### config.mk
export PLATFORM = sky130hd
export DESIGN_NAME = soft_error_ctrl
export DESIGN_NICKNAME = d
export VERILOG_FILES = /design/src/rtl/soft_error_pkg.sv /design/src/rtl/soft_error_chan.sv /design/src/rtl/soft_error_ctrl.sv
export SDC_FILE = /design/constraint.sdc
export NUM_CORES = 1
export LEC_CHECK = 0
export CORE_UTILIZATION = 30
export CTS_CLUSTER_SIZE = 24
export DETAILED_ROUTE_END_ITERATION = 10
export PLACE_DENSITY = 0.52
export REMOVE_ABC_BUFFERS = 1
export SLEW_MARGIN = 0
export SYNTH_ARGS = -nofsm -noshare
export SYNTH_HDL_FRONTEND = slang
export SYNTH_HIERARCHICAL = 1
export SYNTH_SLANG_ARGS = --single-unit
### constraint.sdc
create_clock -name clk -period 3.7 [get_ports clk]
set_clock_uncertainty 0.15 [all_clocks]
set_input_delay 0.74 -clock clk [delete_from_list [all_inputs] [get_ports clk]]
set_output_delay 0.74 -clock clk [all_outputs]
set_load 0.05 [all_outputs]
### src/rtl/soft_error_pkg.sv
// -----------------------------------------------------------------------------
// soft_error_pkg
// Shared definitions for the soft-error counting controller:
//   - default channel count and counter width
//   - channel index assignments
//   - clear-handshake FSM state encoding
// Optional feature macro used by the design: SOFT_ERR_WARN_EN
// -----------------------------------------------------------------------------
package soft_error_pkg;

    localparam int NUM_CH_DEFAULT = 3;
    localparam int CNT_W_DEFAULT  = 32;

    // Channel index assignments
    localparam int CH_DATA_CORRUPT  = 0;
    localparam int CH_UNKNOWN_TTC   = 1;
    localparam int CH_DDR3_OVERFLOW = 2;

    // Clear-handshake FSM states
    localparam logic [1:0] ST_MONITOR = 2'd0;
    localparam logic [1:0] ST_CLEAR   = 2'd1;
    localparam logic [1:0] ST_ACK     = 2'd2;

endpackage

### src/rtl/soft_error_chan.sv
// -----------------------------------------------------------------------------
// soft_error_chan
// One monitored channel: saturating event counter, sticky threshold error and
// (optionally) a half-threshold warning.
// Optional feature macro: SOFT_ERR_WARN_EN (warning compare present when defined)
// Ports:
//   clk      - clock
//   reset    - asynchronous, active-high reset
//   event_in - one-cycle event pulse
//   clear    - one-cycle clear strobe from the controller FSM
//   thres    - threshold; 0 disables error and warning
//   count    - current count
//   error    - sticky threshold error
//   warning  - half-threshold warning (0 when feature disabled)
// -----------------------------------------------------------------------------
module soft_error_chan
    import soft_error_pkg::*;
#(
    parameter int CNT_W = CNT_W_DEFAULT
) (
    input  logic             clk,
    input  logic             reset,
    input  logic             event_in,
    input  logic             clear,
    input  logic [CNT_W-1:0] thres,
    output logic [CNT_W-1:0] count,
    output logic             error,
    output logic             warning
);

    logic err_set;

    // Compare uses the registered count, so the error lands one cycle after
    // the count reaches threshold.
    assign err_set = (thres != '0) && (count >= thres);

    // A clear takes priority over the sticky error, and an event arriving in
    // the clear cycle is folded in so it is never lost.
    always_ff @(posedge clk or posedge reset) begin
        if (reset) begin
            count <= '0;
            error <= 1'b0;
        end else if (clear) begin
            count <= event_in ? CNT_W'(1) : '0;
            error <= 1'b0;
        end else begin
            if (event_in && (count != {CNT_W{1'b1}})) begin
                count <= count + CNT_W'(1);
            end
            if (err_set) begin
                error <= 1'b1;
            end
        end
    end

`ifdef SOFT_ERR_WARN_EN
    logic warn_set;

    assign warn_set = (thres != '0) && (count >= (thres >> 1));

    // Non-sticky: tracks count and threshold every cycle.
    always_ff @(posedge clk or posedge reset) begin
        if (reset) begin
            warning <= 1'b0;
        end else if (clear) begin
            warning <= 1'b0;
        end else begin
            warning <= warn_set;
        end
    end
`else
    assign warning = 1'b0;
`endif

endmodule

### src/rtl/soft_error_ctrl.sv
// -----------------------------------------------------------------------------
// soft_error_ctrl
// Per-channel soft-error counting and threshold controller. Counts event
// pulses, raises sticky threshold errors and sequences software clears
// through a 4-phase req/ack handshake.
// Optional feature macro: SOFT_ERR_WARN_EN (enables warning_out)
// Ports:
//   clk         - user interface clock
//   reset       - asynchronous, active-high reset
//   event_in    - one-cycle event pulses, bit i = channel i
//   thres       - per-channel thresholds, channel i at [i*CNT_W +: CNT_W]
//   clear_req   - clear request level
//   clear_mask  - channels to clear, latched when the request is accepted
//   clear_ack   - clear acknowledge
//   count_out   - current counts
//   error_out   - sticky per-channel threshold errors
//   error_any   - OR of error_out
//   warning_out - half-threshold warnings
// -----------------------------------------------------------------------------
module soft_error_ctrl
    import soft_error_pkg::*;
#(
    parameter int NUM_CH = NUM_CH_DEFAULT,
    parameter int CNT_W  = CNT_W_DEFAULT
) (
    input  logic                    clk,
    input  logic                    reset,
    input  logic [NUM_CH-1:0]       event_in,
    input  logic [NUM_CH*CNT_W-1:0] thres,
    input  logic                    clear_req,
    input  logic [NUM_CH-1:0]       clear_mask,
    output logic                    clear_ack,
    output logic [NUM_CH*CNT_W-1:0] count_out,
    output logic [NUM_CH-1:0]       error_out,
    output logic                    error_any,
    output logic [NUM_CH-1:0]       warning_out
);

    logic [1:0]        state;
    logic [NUM_CH-1:0] mask;
    logic [NUM_CH-1:0] clear_chan;

    // Clear handshake: the mask is captured on acceptance, the clear is applied
    // for exactly one cycle, then ack is held until the request drops.
    always_ff @(posedge clk or posedge reset) begin
        if (reset) begin
            state <= ST_MONITOR;
            mask  <= '0;
        end else begin
            case (state)
                ST_MONITOR: begin
                    if (clear_req) begin
                        mask  <= clear_mask;
                        state <= ST_CLEAR;
                    end
                end
                ST_CLEAR: begin
                    state <= ST_ACK;
                end
                ST_ACK: begin
                    if (!clear_req) begin
                        state <= ST_MONITOR;
                    end
                end
                default: begin
                    state <= ST_MONITOR;
                end
            endcase
        end
    end

    // Decoded from the state register so that reset removes ack at once.
    assign clear_ack  = (state == ST_ACK);
    assign clear_chan = (state == ST_CLEAR) ? mask : '0;
    assign error_any  = |error_out;

    for (genvar i = 0; i < NUM_CH; i++) begin : g_chan
        soft_error_chan #(
            .CNT_W(CNT_W)
        ) u_chan (
            .clk     (clk),
            .reset   (reset),
            .event_in(event_in[i]),
            .clear   (clear_chan[i]),
            .thres   (thres[i*CNT_W +: CNT_W]),
            .count   (count_out[i*CNT_W +: CNT_W]),
            .error   (error_out[i]),
            .warning (warning_out[i])
        );
    end

endmodule

Yosys cells after proc, flatten, opt, wreduce, memory -nomap -nowiden. Index checks and enable logic that the tools add are counted.

Multiplexer cells: 19. Order comparisons: 3. Reduce and logical (&&, ||, !) cells: 19. Add/sub/neg operators: 3. Eq/ne operators: 7.

Operators with widths (number): $mux 32 (6); $add 32x1->32 const B (3); $ge 32x32->1 (3); $ne 32x32->1 const B (3); $reduce_bool 32->1 (3); $reduce_bool 2->1 (6); $mux 1 (9); $logic_and 1x1->1 (6); $pmux 2 s3 (1); $mux 2 (2); $ne 2x2->1 const B (2); $reduce_and 2->1 (2); $mux 3 (1); $reduce_or 3->1 (1); $eq 2x1->1 const B (1); $eq 2x2->1 const B (1); $logic_not 2->1 (1).

Bits in registers: 104. Logic and storage cells: 59. Output and inout bits: 104. Input port bits: 105.

Longest topological paths before layout. Gate-level depths: netlist (run 1).

Depth in word-level cells: 4. Mapped depth: 8. Mapped depth without buffers: 7.

Modules after synthesis. The synthesis (run 1) kept the hierarchy.

Modules (own cells, without submodules): soft_error_chan (times used 3, sequential area each 825.8 µm², cells each 321, area each 2665.1 µm²); soft_error_ctrl (times used 1, sequential area each 125.1 µm², cells each 17, area each 227.7 µm²).

Worst setup path after synthesis (run 1). No wires, ideal clock.

Kind: reg2reg. Start point: register g_chan[0].u_chan.count[8]. End point: register g_chan[0].u_chan.count[30]. Data arrival time: 2.628 ns. Slack: 0.844 ns. Path buffers: 2. Setup time: 0.078 ns. Cell stages (with the launch flop): 8. Period minus slack after synthesis: 2.856 ns. Required time: 3.472 ns. Cell sequence: dfrtp_1 -> nand4_1 -> or4_1 -> buf_2 -> or3_1 -> clkbuf_2 -> or4_1 -> a21oi_1.

Longest elaborated chain between the ends: 3. Elaborated cells between the ends (all ways): 6.

RTL lines: start: declaration (line soft_error_chan.sv:26) `output logic [CNT_W-1:0] count,`; start signal: assignment (line soft_error_chan.sv:44) `count <= event_in ? CNT_W'(1) : '0;`; start signal: assignment (line soft_error_chan.sv:48) `count <= count + CNT_W'(1);`; $add 32x1->32 or $ne 32x32->1 (tied branches) (line soft_error_chan.sv:48, soft_error_chan.sv:47); $mux 32 or $logic_and 1x1->1 (tied branches) (line soft_error_chan.sv:47) `if (event_in && (count != {CNT_W{1'b1}})) begin`; $mux 32 or $reduce_bool 2->1 (tied branches).

Parallel ways exist; a longest one is shown, timed or not. The select of a mux whose other input is x is not followed. A chain may end at the register's enable or synchronous reset.

Worst setup path in the final report (run 1).
Start point: input thres[0]. End point: register g_chan[0].u_chan.error.

Longest elaborated chain between the ends: 3. Elaborated cells between the ends (all ways): 4.

RTL lines: start: declaration (line soft_error_ctrl.sv:29) `input logic [NUM_CH*CNT_W-1:0] thres,`; $ge 32x32->1 or $reduce_bool 32->1 (tied branches) (line soft_error_chan.sv:35) `assign err_set = (thres != '0) && (count >= thres);`; $logic_and 1x1->1 (*) (line soft_error_chan.sv:35); $reduce_bool 2->1 (no line) (*); end signal: assignment (line soft_error_chan.sv:42) `error <= 1'b0;`; end signal: assignment (line soft_error_chan.sv:45) `error <= 1'b0;`; end signal: assignment (line soft_error_chan.sv:51) `error <= 1'b1;`; end: declaration (line soft_error_chan.sv:27) `output logic error,`.

Mark *: on every way between the ends. The rest lies on a longest branch, timed or not.

==> results.yml, run 1 <==
outcome:
  result_of_the_run: "completed"
synth:
  synth_cell_types: 46
  async_reset_ff_frac: 1.00
  netlist.top_cell.by_area: "sky130_fd_sc_hd__dfrtp_1"
  synth-warning-count: 6
  synthCells: 980
  synth_area_leaders: "sky130_fd_sc_hd__dfrtp_1 (32%), sky130_fd_sc_hd__ha_1 (15%), sky130_fd_sc_hd__inv_1 (5.4%)"
  synth-edff-count: 0
  synth_top_cell_area_share: 0.316
  netlist_area_mm2: 0.00822
  sequential_fraction_of_the_synthesis_area: 0.316
  synth.top_cells.by_count: "sky130_fd_sc_hd__inv_1 (118), sky130_fd_sc_hd__dfrtp_1 (104), sky130_fd_sc_hd__ha_1 (99)"
  synthMostInstantiatedCell: "sky130_fd_sc_hd__inv_1"
  synth-main-ff-cell: "sky130_fd_sc_hd__dfrtp_1"
  mean_area_per_synthesized_cell_um2: 8.39
  yosys_register_bits: 104
clock_tree:
  cts_made_buffers: 9
  clock_tree_from_tritoncts: "yes"
  post_cts_hold_buffer_count: 0
  number_of_resized_instances_in_the_post_cts_repair_step: 0
  ctsHtreeMaxLevel: 3
  post_cts.repair.setup_buffers: 0
  tritoncts_num_sinks: 104
  cts.root.buffer_cell: "sky130_fd_sc_hd__clkbuf_16"
  worst_setup_hold_path_clk_slew_ns: 0.07
  clock_tree_buf_depth: 2
  later_pin_clock_latency_in_the_skew_report_ns: 0.35
detailed_routing:
  vias: 7979
  drt_iter0_drc: 415
  drt_wl_total_um: 25300
  route.detailed.vias_per_inst: 5.26
  drcViolationCount: 0
  firstDrtPassIters: 5
  antenna_left: 0
  routed_wire_length_per_instance_um: 16.7
floorplanning:
  floorplan_die_height_um: 168
  design.core.area_mm2: 0.0270
  ios: 209
  row_count: 60
  chipWidth_um: 168
  die_area_mm2: 0.0281
  start_util: 0.305
flow_run:
  max_cap_violations: 0
worst_setup_path:
  worst_ep_required_time_ns: 3.75
  path_max_fanout: 2
  critPathLaunchType: "input port"
  cp-startpoint: "thres[0]"
  rr_worst_depth: 5
  cp_top_family: "compound AO/OA/AOI/OAI gates"
  worstReg2RegStart: "g_chan[0].u_chan/count[24]$_DFFE_PP0P_"
  worst-endpoint-arrival_ns: 3.05
  critical-path-slowest-cell: "sky130_fd_sc_hd__a2111oi_0"
  endpoint_kind: "flip-flop"
  crit_cells: 7
  worstPathBufferInverterCount: 1
  critical_path.cell_chain: "clkdlybuf4s50_1, ha_1, nand2b_1, a2111oi_0, nor4b_1, nor4bb_1, o41ai_1"
  setup.worst_path.class: "in2reg"
  timing.critical_path.slowest_cell_delay_ns: 0.71
final_layout:
  nNetsFinal: 1376
  drive_gt1_frac: 0.0399
  insertedDiodeCount: 0
  post-route-util: 0.407
  syn_to_final_growth_pct: 33.3
sta:
  layout_min_cycle_time_ns: 3.00
  final.setup.tns_ns: 0
  setup_viol: 0
  worst-slew-pin-transition_ns: 1.25
  finalHoldViolations: 0
  slew-limit-headroom: 0.162
  grt_setup_unrepaired: "no"
  timing.final.max_slew_violations: 0
  final_min_period_over_clock_period: 0.811
  fmax_mhz: 333
hold_path:
  hp-class: "reg2reg"
  min_delay_path_depth: 1
  worst_hold_startpoint: "mask[0]$_DFFE_PP0P_"
global_route:
  grt-ovfl-total: 0
  grt_pass1_vias: 7836
  grt_first_pass_wirelength_um: 41500
  groute.usage.overall: 0.183
  antenna_found_initial: 0
  grt_max_degree: 40
pwr:
  powerDensity_mw_per_mm2: 331
  leakage_nw: 4.85
  max-vdd-ir-drop_mv: 0.194
  design_power_mw: 3.63
placement:
  dp.final_hpwl_um: 20000
  gpl.final_weighted_congestion: 0.812
  port_buffers: 205
-- power breakdown --
part	internal (mW)	switching, mW
logic	0.449	0.726
clock network	0.610	0.474
registers	1.23	0.140
total	2.29	1.34
-- routing by layer --
layer  up-vias  part of all wire  routed length (µm)  global-route usage
met2       190              0.47               11900               0.300
li1       3970                 -                   -                   -
met3        18             0.038                 964              0.0274
met1      3801              0.48               12200               0.252
met5         -                 0                   0                   0
met4         0             0.011                 279              0.0447
-- cell usage in the layout, fill, tap and decap left out, types with 6 or more instances in the layout --
cell type	instances
sky130_fd_sc_hd__dfrtp_1	104
sky130_fd_sc_hd__a21oi_1	84
sky130_fd_sc_hd__nand3b_1	9
sky130_fd_sc_hd__clkdlybuf4s50_1	205
sky130_fd_sc_hd__or2_2	6
sky130_fd_sc_hd__xor2_1	36
sky130_fd_sc_hd__and3_1	15
sky130_fd_sc_hd__o211ai_1	9
sky130_fd_sc_hd__or4_1	30
sky130_fd_sc_hd__o2111ai_1	18
sky130_fd_sc_hd__clkbuf_16	9
sky130_fd_sc_hd__nand2_1	45
sky130_fd_sc_hd__nor3_1	12
sky130_fd_sc_hd__o21ai_0	45
sky130_fd_sc_hd__inv_1	118
sky130_fd_sc_hd__nor2_1	72
sky130_fd_sc_hd__and2_1	6
sky130_fd_sc_hd__nor2b_1	13
sky130_fd_sc_hd__or3_1	31
sky130_fd_sc_hd__ha_1	99
sky130_fd_sc_hd__nand3_1	24
sky130_fd_sc_hd__xnor2_1	6
sky130_fd_sc_hd__nor4_1	30
sky130_fd_sc_hd__mux2_2	9
sky130_fd_sc_hd__buf_4	15
sky130_fd_sc_hd__nand4_1	51
sky130_fd_sc_hd__o31ai_1	24
-- registers in the layout (all words and copies together), names as in the netlist --
signal / cells
g_chan.u_chan/error: 3
state: 2
g_chan.u_chan/count: 96
mask: 3
-- per-stage QoR --
step	instance area, µm²	worst slack (ns)	cells	hold slack (ns)
after floorplan	8040	0.645	941	0.322
final	11000	0.701	1518	0.349
after global routing	11000	0.495	1518	0.362
after CTS	11000	0.805	1518	0.355
after global placement	10600	0.443	1502	0.331
after detailed placement	10600	0.410	1502	0.337
-- kinds of logic (layout without fill, tap and decap cells) --
group / Yosys count / after routing / share of synthesized area
flops: 104 / 104 / 0.316
buf+inv: 157 / 354 / 0.0767
xor+xnor: 42 / 42 / 0.0447
mux: 9 / 9 / 0.0123
other cells: 3 / 3 / 0.00137
simple gates: 361 / 361 / 0.245
compound gates: 205 / 205 / 0.153
fa+ha+maj: 99 / 99 / 0.151
-- cell type report --
cell class | count | area [µm²]
Tap cell | 341 | 427
Fill cell | 2747 | 16000
Clock inverter | 7 | 109
Sequential cell | 104 | 2600
Clock buffer | 9 | 225
Inverter | 118 | 443
Multi-Input combinational cell | 719 | 4990
Timing Repair Buffer | 220 | 2160
-- worst paths after layout --
path,end,slack [ns]
setup / recovery,g_chan[0].u_chan/error$_DFFE_PP0P_,0.70
hold / removal,mask[0]$_DFFE_PP0P_,0.35
setup reg to reg,g_chan[0].u_chan/count[5]$_DFFE_PP0P_,0.84
hold reg to reg,mask[0]$_DFFE_PP0P_,0.35
max in group asynchronous,g_chan[1].u_chan/count[12]$_DFFE_PP0P_,2.33
min in group asynchronous,mask[0]$_DFFE_PP0P_,0.53
(Power assumes the default switching activity.)
==> run 2, diff against run 1 <==
--- a/config.mk
+++ b/config.mk
@@ -8,7 +8,7 @@
 export CORE_UTILIZATION = 30
 export CTS_CLUSTER_SIZE = 24
 export DETAILED_ROUTE_END_ITERATION = 10
-export PLACE_DENSITY = 0.52
+export PLACE_DENSITY = 0.54
 export REMOVE_ABC_BUFFERS = 1
 export SLEW_MARGIN = 0
 export SYNTH_ARGS = -nofsm -noshare
==> constraint.sdc (replaced) <==
create_clock -name clk -period 2.66 [get_ports clk]
set_clock_uncertainty 0.15 [all_clocks]
set_input_delay 0.532 -clock clk [delete_from_list [all_inputs] [get_ports clk]]
set_output_delay 0.532 -clock clk [all_outputs]
set_load 0.05 [all_outputs]
==> results.yml, run 2 (synthesized netlist as in run 1, its figures left out) <==
outcome:
  result_of_the_run: "completed"
pwr:
  switching_power_mw: 1.95
  switching_share: 0.385
  max-vdd-ir-drop_mv: 0.272
  relative_contribution_of_combinational_cells_to_total_power: 0.375
  cell_internal_power_dissipation_mw: 3.12
  share_seq_of_total_power: 0.360
  powerDensity_mw_per_mm2: 435
  leakage_nw: 5.30
  p_clk_frac: 0.265
clock_tree:
  post_cts_hold_buffer_count: 0
  later_pin_clock_latency_in_the_skew_report_ns: 0.36
  clock_tree_buf_depth: 2
  cts_made_buffers: 9
  worst_setup_hold_path_clk_slew_ns: 0.09
  cts.root.buffer_cell: "sky130_fd_sc_hd__clkbuf_16"
  clock_tree_from_tritoncts: "yes"
  tritoncts_num_sinks: 104
  ctsHtreeMaxLevel: 3
worst_setup_path:
  critical_path.cell_chain: "and2b_1, clkdlybuf4s50_1"
  worstPathBufferInverterCount: 1
  critical-path-slowest-cell: "sky130_fd_sc_hd__clkdlybuf4s50_1"
  worst_ep_required_time_ns: 1.98
  critPathLaunchType: "flip-flop"
  worst-endpoint-arrival_ns: 1.80
  timing.critical_path.slowest_cell_delay_ns: 0.80
  endpoint_kind: "primary output"
  path_max_fanout: 3
  setup.worst_path.class: "reg2out"
  cp_top_family: "buffers and inverters"
detailed_routing:
  drt_wl_total_um: 26400
  drcViolationCount: 0
  antenna_left: 0
  routed_wire_length_per_instance_um: 16.5
  firstDrtPassIters: 4
  route.detailed.vias_per_inst: 5.18
  vias: 8324
  drt_iter0_drc: 386
sta:
  worst-slew-pin-transition_ns: 1.14
  slew-limit-headroom: 0.233
  layout_min_cycle_time_ns: 2.48
  timing.final.max_slew_violations: 0
  postLayoutSetupSlackWorst_ns: 0.176
  finalHoldViolations: 0
  final_min_period_over_clock_period: 0.934
  grt_setup_unrepaired: "no"
  setup_viol: 0
  fmax_mhz: 403
placement:
  placement.setup.worst_slack_ns: -0.146
  placed_cells: 1591
  port_buffers: 205
  dp.final_hpwl_um: 20900
  gpl.final_weighted_congestion: 0.840
final_layout:
  largest_register_ff_count: 96
  largest_registers: "g_chan.u_chan/count (96), g_chan.u_chan/error (3), mask (3)"
  most-common-layout-cells: "sky130_fd_sc_hd__clkdlybuf4s50_1 (204), sky130_fd_sc_hd__inv_1 (118), sky130_fd_sc_hd__dfrtp_1 (104)"
  drive_gt1_frac: 0.111
  nNetsFinal: 1465
  mostFrequentLayoutCell: "sky130_fd_sc_hd__clkdlybuf4s50_1"
  insertedDiodeCount: 0
  top_register: "g_chan.u_chan/count"
  syn_to_final_growth_pct: 41.5
  stdcell_count: 1607
hold_path:
  hp-class: "in2async"
global_route:
  groute.usage.overall: 0.188
  grt_pass1_vias: 8091
  grt_first_pass_wirelength_um: 42400
  grt_max_degree: 40
  grt-ovfl-total: 0
  antenna_found_initial: 0
floorplanning:
  die_area_mm2: 0.0281
  floorplan_die_height_um: 168
  chipWidth_um: 168
  ios: 209
  design.core.area_mm2: 0.0270
  row_count: 60
  start_util: 0.305
flow_run:
  max_cap_violations: 0
## run 2: repair_timing
item	4_1_cts	5_1_grt
setup endpoints to repair	1	11
endpoints found under the hold margin	0	0
setup buffers	0	0
resized for setup	1	5
## run 2: worst reg2reg max path, cell delays in order (launching register included)
cell,delay (ns)
sky130_fd_sc_hd__dfrtp_1,0.47
sky130_fd_sc_hd__nand4_1,0.24
sky130_fd_sc_hd__or4_1,0.79
sky130_fd_sc_hd__o311ai_0,0.46
sky130_fd_sc_hd__xor2_1,0.19
sky130_fd_sc_hd__nor2_1,0.06
## run 2: worst paths after layout
check                           slack [ns]                                   start  cells past startpoint                                     to
worst max register to register        0.18  g_chan[0].u_chan/count[28]$_DFFE_PP0P_                      5  g_chan[0].u_chan/count[3]$_DFFE_PP0P_
worst min register to register        0.35                     mask[0]$_DFFE_PP0P_                      1                    mask[0]$_DFFE_PP0P_
worst max-delay path                  0.18                    state[0]$_DFFE_PP0P_                      2                              clear_ack
worst min-delay path                  0.32                                   reset                      2                    mask[1]$_DFFE_PP0P_
max in group asynchronous             1.48                                   reset                      3  g_chan[2].u_chan/count[8]$_DFFE_PP0P_
min in group clk                      0.35                     mask[0]$_DFFE_PP0P_                      1                    mask[0]$_DFFE_PP0P_
## run 2: area by class of cell
class | instances | area, µm²
sequential | 104 | 2600
inverter | 118 | 443
timing repair buffer | 309 | 2860
fill | 2689 | 15300
tap | 341 | 427
clock buffer | 9 | 225
multi-input combinational | 719 | 5020
clock inverter | 7 | 63.8
## run 2: per-stage QoR
stage	instance area [µm²]	util	hold WS, ns	power, mW	setup TNS [ns]
6_report	11600	0.432	0.317	5.06	0
2_1_floorplan	8040	-	0.161	2.88	-9.29
3_5_place_dp	11300	0.420	0.337	3.76	-0.180
5_1_grt	11600	0.432	0.356	5.34	0
4_1_cts	11600	0.431	0.320	5.12	0
3_3_place_gp	11300	0.420	0.330	3.74	-0.184
## run 2: power by group through the flow
| stage | Sequential, mW | Clock, mW | Combinational, mW |
|---|---|---|---|
| 3_5_place_dp | 1.85 | 0 | 1.90 |
| 5_1_grt | 1.85 | 1.44 | 2.05 |
| 6_report | 1.82 | 1.34 | 1.90 |
| 3_3_place_gp | 1.85 | 0 | 1.89 |
| 4_1_cts | 1.82 | 1.39 | 1.91 |
| 2_1_floorplan | 2.20 | 0 | 0.676 |
## run 2: metal layers
layer | vias up | GRT usage | part of all wire
met1 | 3974 | 0.246 | 0.47
met2 | 178 | 0.320 | 0.47
met4 | 0 | 0.0459 | 0.012
met5 | - | 0 | 0
met3 | 22 | 0.0312 | 0.042
li1 | 4150 | - | -
==> patch 1, RTL diff (flow settings as in run 2) <==
The package constant `NUM_CH_DEFAULT` goes from 3 to 6.
--- a/src/rtl/soft_error_pkg.sv
+++ b/src/rtl/soft_error_pkg.sv
@@ -10,3 +10,3 @@
 
-    localparam int NUM_CH_DEFAULT = 3;
+    localparam int NUM_CH_DEFAULT = 6;
     localparam int CNT_W_DEFAULT  = 32;
Ports: changed (6 resized); port bits go from 209 to 413. The function was not compared with the original's and may differ.
==> patch 1 against run 2 <==
- hold slack gained 0.027 ns
- final area grew 100%
- synthesized area grew 99%
- critical endpoint is now count_out[20]
- setup slack lost 0.11 ns
- sequential cell count grew 102
- power grew 120%
- wire length grew 120%
- largest power group is now the clock network
- sequential share of layout area shrank 0.53 points
- first-iteration DRC count grew 120%
==> patch 1: results (changes against run 2) <==
clock_network:
  ctsHtreeMaxLevel: 1  # -2
  cts.reportedPaths.clkPinSlew_ns: 0.06  # -0.03 ns
  clock_path_buffers: 3  # +1
  clkLatencyLatePin_ns: 0.54  # +0.18 ns
  cts_made_buffers: 27  # +18
setup_path:
  crit_start: "g_chan[0].u_chan/count[20]"
  endpoint: "count_out[20]"
  rrSetupSlack_ns: 0.12  # -0.06 ns
  slowest_delay_ns: 0.87  # +0.07 ns
  r2r-end: "g_chan[0].u_chan/count[27]"
  cp_max_fo: 7  # +4
  timing.rr.start: "g_chan[0].u_chan/count[8]"
min_path:
  hold_path_class: "reg2reg"
final_layout:
  drive_gt1_frac: 0.122  # +0.0107
  fin_cells: 3253  # +100%
  nNetsFinal: 2941  # +100%
synth:
  synth-compound-area-share: 0.153  # +0.000407
  synthTopCellsByCount: "235 x inv_1, 206 x dfrtp_1, 198 x ha_1"
  muxShareOfSynthArea: 0.0124  # +0.0000698
  synth_cell_types: 46  # unchanged
  syn_inst: 1954  # +99%
  synthAdderAreaFrac: 0.151  # +0.000853
  synth_area_leaders: "dfrtp_1 32%, ha_1 15%, inv_1 5.4%"
detailed_routing:
  via_per_inst: 5.19  # +0.28%
  m1WireLength_um: 25800  # +110%
  wl_um: 57300  # +120%
  top_layer: "met5"
  drt_iter0_markers: 837  # +120%
  dr_wl_met3_um: 2540  # +130%
place:
  place_congestion: 0.918  # +9.4%
  dp_hpwl_um: 45900  # +120%
  placedInstanceArea_um2: 22600  # +100%
  placed_cells: 3203  # +100%
  portBuffers: 406  # +98%
status:
  status: "completed"
global_routing:
  grtUsageMet1: 0.258  # +0.0119
  grt_pass1_wl_um: 91700  # +120%
  grtUsageMet2: 0.357  # +0.0374
  use_met3: 0.0286  # -0.00259
  grt_pass1_vias: 17100  # +110%
  grt_max_degree: 34  # -15%
  antenna_found_initial: 3  # +3
  grt.total_usage: 0.201  # +0.0137
power_and_ir_drop:
  ir_worst_vdd_mv: 0.399  # +47%
  power.leakage_nw: 10.9  # +110%
sta:
  finalCritPeriodShare: 0.974  # +0.0402
  hold_ws_ns: 0.344  # +0.0267 ns
## patch 1: worst reg2reg max path, cell delays in order (launching register included)
cell     delay, ns
dfrtp_1       0.35
nand4_1       0.12
or4_1         0.60
or3_1         0.47
buf_4         0.20
or4_1         0.40
a21oi_1       0.16
## patch 1: power by group
part | leakage [nW] | switching (mW) | internal (mW)
Combinational | 7.64 | 2.23 | 1.47
Sequential | 2.83 | 0.224 | 3.38
Clock | 0.465 | 1.46 | 2.41
Total | 10.9 | 3.92 | 7.26
## patch 1: layout make-up
cell class                 instances  area (µm²)
clock buffer                      37         773
sequential                       206        5150
multi-input combinational       1435        9980
fill                            5301       30200
clock inverter                    12         163
timing repair buffer             631        5770
tap                              696         871
antenna                            1        2.50
inverter                         235         882
## patch 1: what timing repair did
item / CTS / global route
setup endpoints to repair: 3 / 31
endpoints found under the hold margin: 0 / 0
resized for setup: 3 / 15
==> patch 2, RTL diff (settings of run 2) <==
Made on the original files. Register the output `error_out`, without a reset; this adds one clock of latency there. The other outputs are not delayed to match.
--- a/src/rtl/soft_error_ctrl.sv
+++ b/src/rtl/soft_error_ctrl.sv
@@ -38,2 +38,4 @@
 
+    logic [NUM_CH-1:0] error_d;
+
     logic [1:0]        state;
@@ -74,3 +76,3 @@
     assign clear_chan = (state == ST_CLEAR) ? mask : '0;
-    assign error_any  = |error_out;
+    assign error_any  = |error_d;
 
@@ -86,3 +88,3 @@
             .count   (count_out[i*CNT_W +: CNT_W]),
-            .error   (error_out[i]),
+            .error   (error_d[i]),
             .warning (warning_out[i])
@@ -91,2 +93,6 @@
 
+    always_ff @(posedge clk) begin
+        error_out <= error_d;
+    end
+
 endmodule
Function: changed (a bounded check fails within 4 cycles, from zero or initial values and one cycle with reset high).
==> patch 2 against run 2 <==
- fmax fell by 2.4%
- count of clock-buffer cells in the layout rose by 1
- sequential cell count rose by 3
- synthesized area rose by 0.73%
- sequential share of layout area rose by 0.37 points
- clock power rose by 3%
- final area rose by 0.63%
- power rose by 1.4%
- synthesized cell count rose by 0.31%
- setup slack got worse by 0.062 ns
- sequential power rose by 3%
- wire length fell by 0.54%
- critical endpoint is now g_chan[1].u_chan/count[30]
==> patch 2: results (changes against run 2) <==
final_layout:
  multi_input_area_um2: 5000  # -0.22%
  seq_share: 0.227  # +0.00372
  drive_gt1_frac: 0.113  # +0.00157
  n_all_buffers: 315  # +1.9%
  buf_share: 0.246  # about the same
  multi_input_area_share: 0.427  # -0.00368
  n_clock_buffer: 10  # +1
  nNetsFinal: 1474  # +0.61%
  diodes: 0  # unchanged
  nFillCells: 2713  # +0.89%
  clock_area_frac: 0.0251  # +0.000271
  largest_register_ff_count: 96  # unchanged
detailed_routing:
  drt_iter0_markers: 337  # -13%
  vias: 8306  # -0.22%
  via_per_inst: 5.14  # -0.77%
  wl_um: 26300  # -0.54%
synth:
  ys_warn_count: 6  # unchanged
  ys_seq_area_frac: 0.321  # +0.00496
  synth_cell_types: 47  # +2.2%
  syn_inst: 983  # +0.31%
  async_flop_share: 0.972  # -0.0280
  synth_area_leaders: "dfrtp_1 31%, ha_1 15%, inv_1 5.3%"
setup_path:
  cp.arrival_ns: 2.66  # +0.86 ns
  cp_max_fo: 17  # +14
  cp_slowest_cell: "or4_4"
  timing.rr.start: "g_chan[1].u_chan/count[10]"
  slowest_delay_ns: 0.56  # -0.24 ns
  cp_top_family: "simple AND/OR/NAND/NOR gates"
clock_network:
  clkSinkCount: 107  # +2.9%
min_path:
  hold_path_class: "reg2reg"
place:
  placed_cells: 1600  # +0.57%
  dp_hpwl_um: 21100  # +1.1%
  placedInstanceArea_um2: 11400  # +0.71%
  place_congestion: 0.800  # -4.7%
  dp_slack_ns: -0.213  # -0.0663 ns
  portBuffers: 205  # unchanged
power_and_ir_drop:
  power.internal_mw: 3.25  # +4.2%
  power.leakage_nw: 5.35  # +0.93%
  ir_worst_vdd_mv: 0.287  # +5.7%
status:
  status: "completed"
global_routing:
  antenna_found_initial: 0  # unchanged
  grt.total_usage: 0.188  # +0.000279
  grt_pass1_vias: 8198  # +1.3%
  grt_pass1_wl_um: 42700  # +0.63%
  grt_max_degree: 34  # -15%
sta:
  tightest_slew_ns: 1.13  # -0.0129 ns
-- patch 2: changes by cell type after synthesis, sizes merged --
| cell | change |
|---|---|
| dfxtp | +3 |
-- patch 2: power by group through the flow --
stage	Clock, mW	Combinational, mW	Sequential [mW]
CTS	1.44	1.90	1.88
finish	1.38	1.88	1.87
detailed placement	0	1.89	1.91
global placement	0	1.88	1.90
global route	1.50	2.06	1.90
floorplan	0	0.677	2.25
-- patch 2: cells by family (layout without fill, tap and decap cells) --
kind of cell    after synthesis  count (layout)  share of synthesized area
simple gates                361             361                      0.243
compound gates              205             205                      0.152
buf+inv                     157             449                     0.0761
flops                       107             107                      0.321
fa+ha+maj                    99              99                      0.150
xor+xnor                     42              42                     0.0444
mux                           9               9                     0.0122
other cells                   3               3                    0.00136
-- patch 2: per-layer routing --
layer / vias up / GRT usage / wire length [µm]
met5: - / 0 / 0
met1: 3941 / 0.252 / 12500
li1: 4169 / - / -
met3: 21 / 0.0301 / 1120
met4: 0 / 0.0419 / 287
met2: 175 / 0.317 / 12400
-- patch 2: final timing paths --
check                      slack [ns]  depth (start not counted)                          to
setup / recovery                 0.11                          6  g_chan[1].u_chan/count[30]
hold / removal                   0.35                          1                     mask[2]
setup reg to reg                 0.11                          6  g_chan[1].u_chan/count[30]
hold reg to reg                  0.35                          1                     mask[2]
max in group asynchronous        1.43                          3  g_chan[2].u_chan/count[10]
min in group asynchronous        0.39                          2                     mask[1]
-- patch 2: timing repair --
item / in CTS / in global routing
endpoints found under the setup margin: 1 / 12
hold buffers: 0 / 0
pin swaps: 0 / 1
resized for setup: 1 / 4
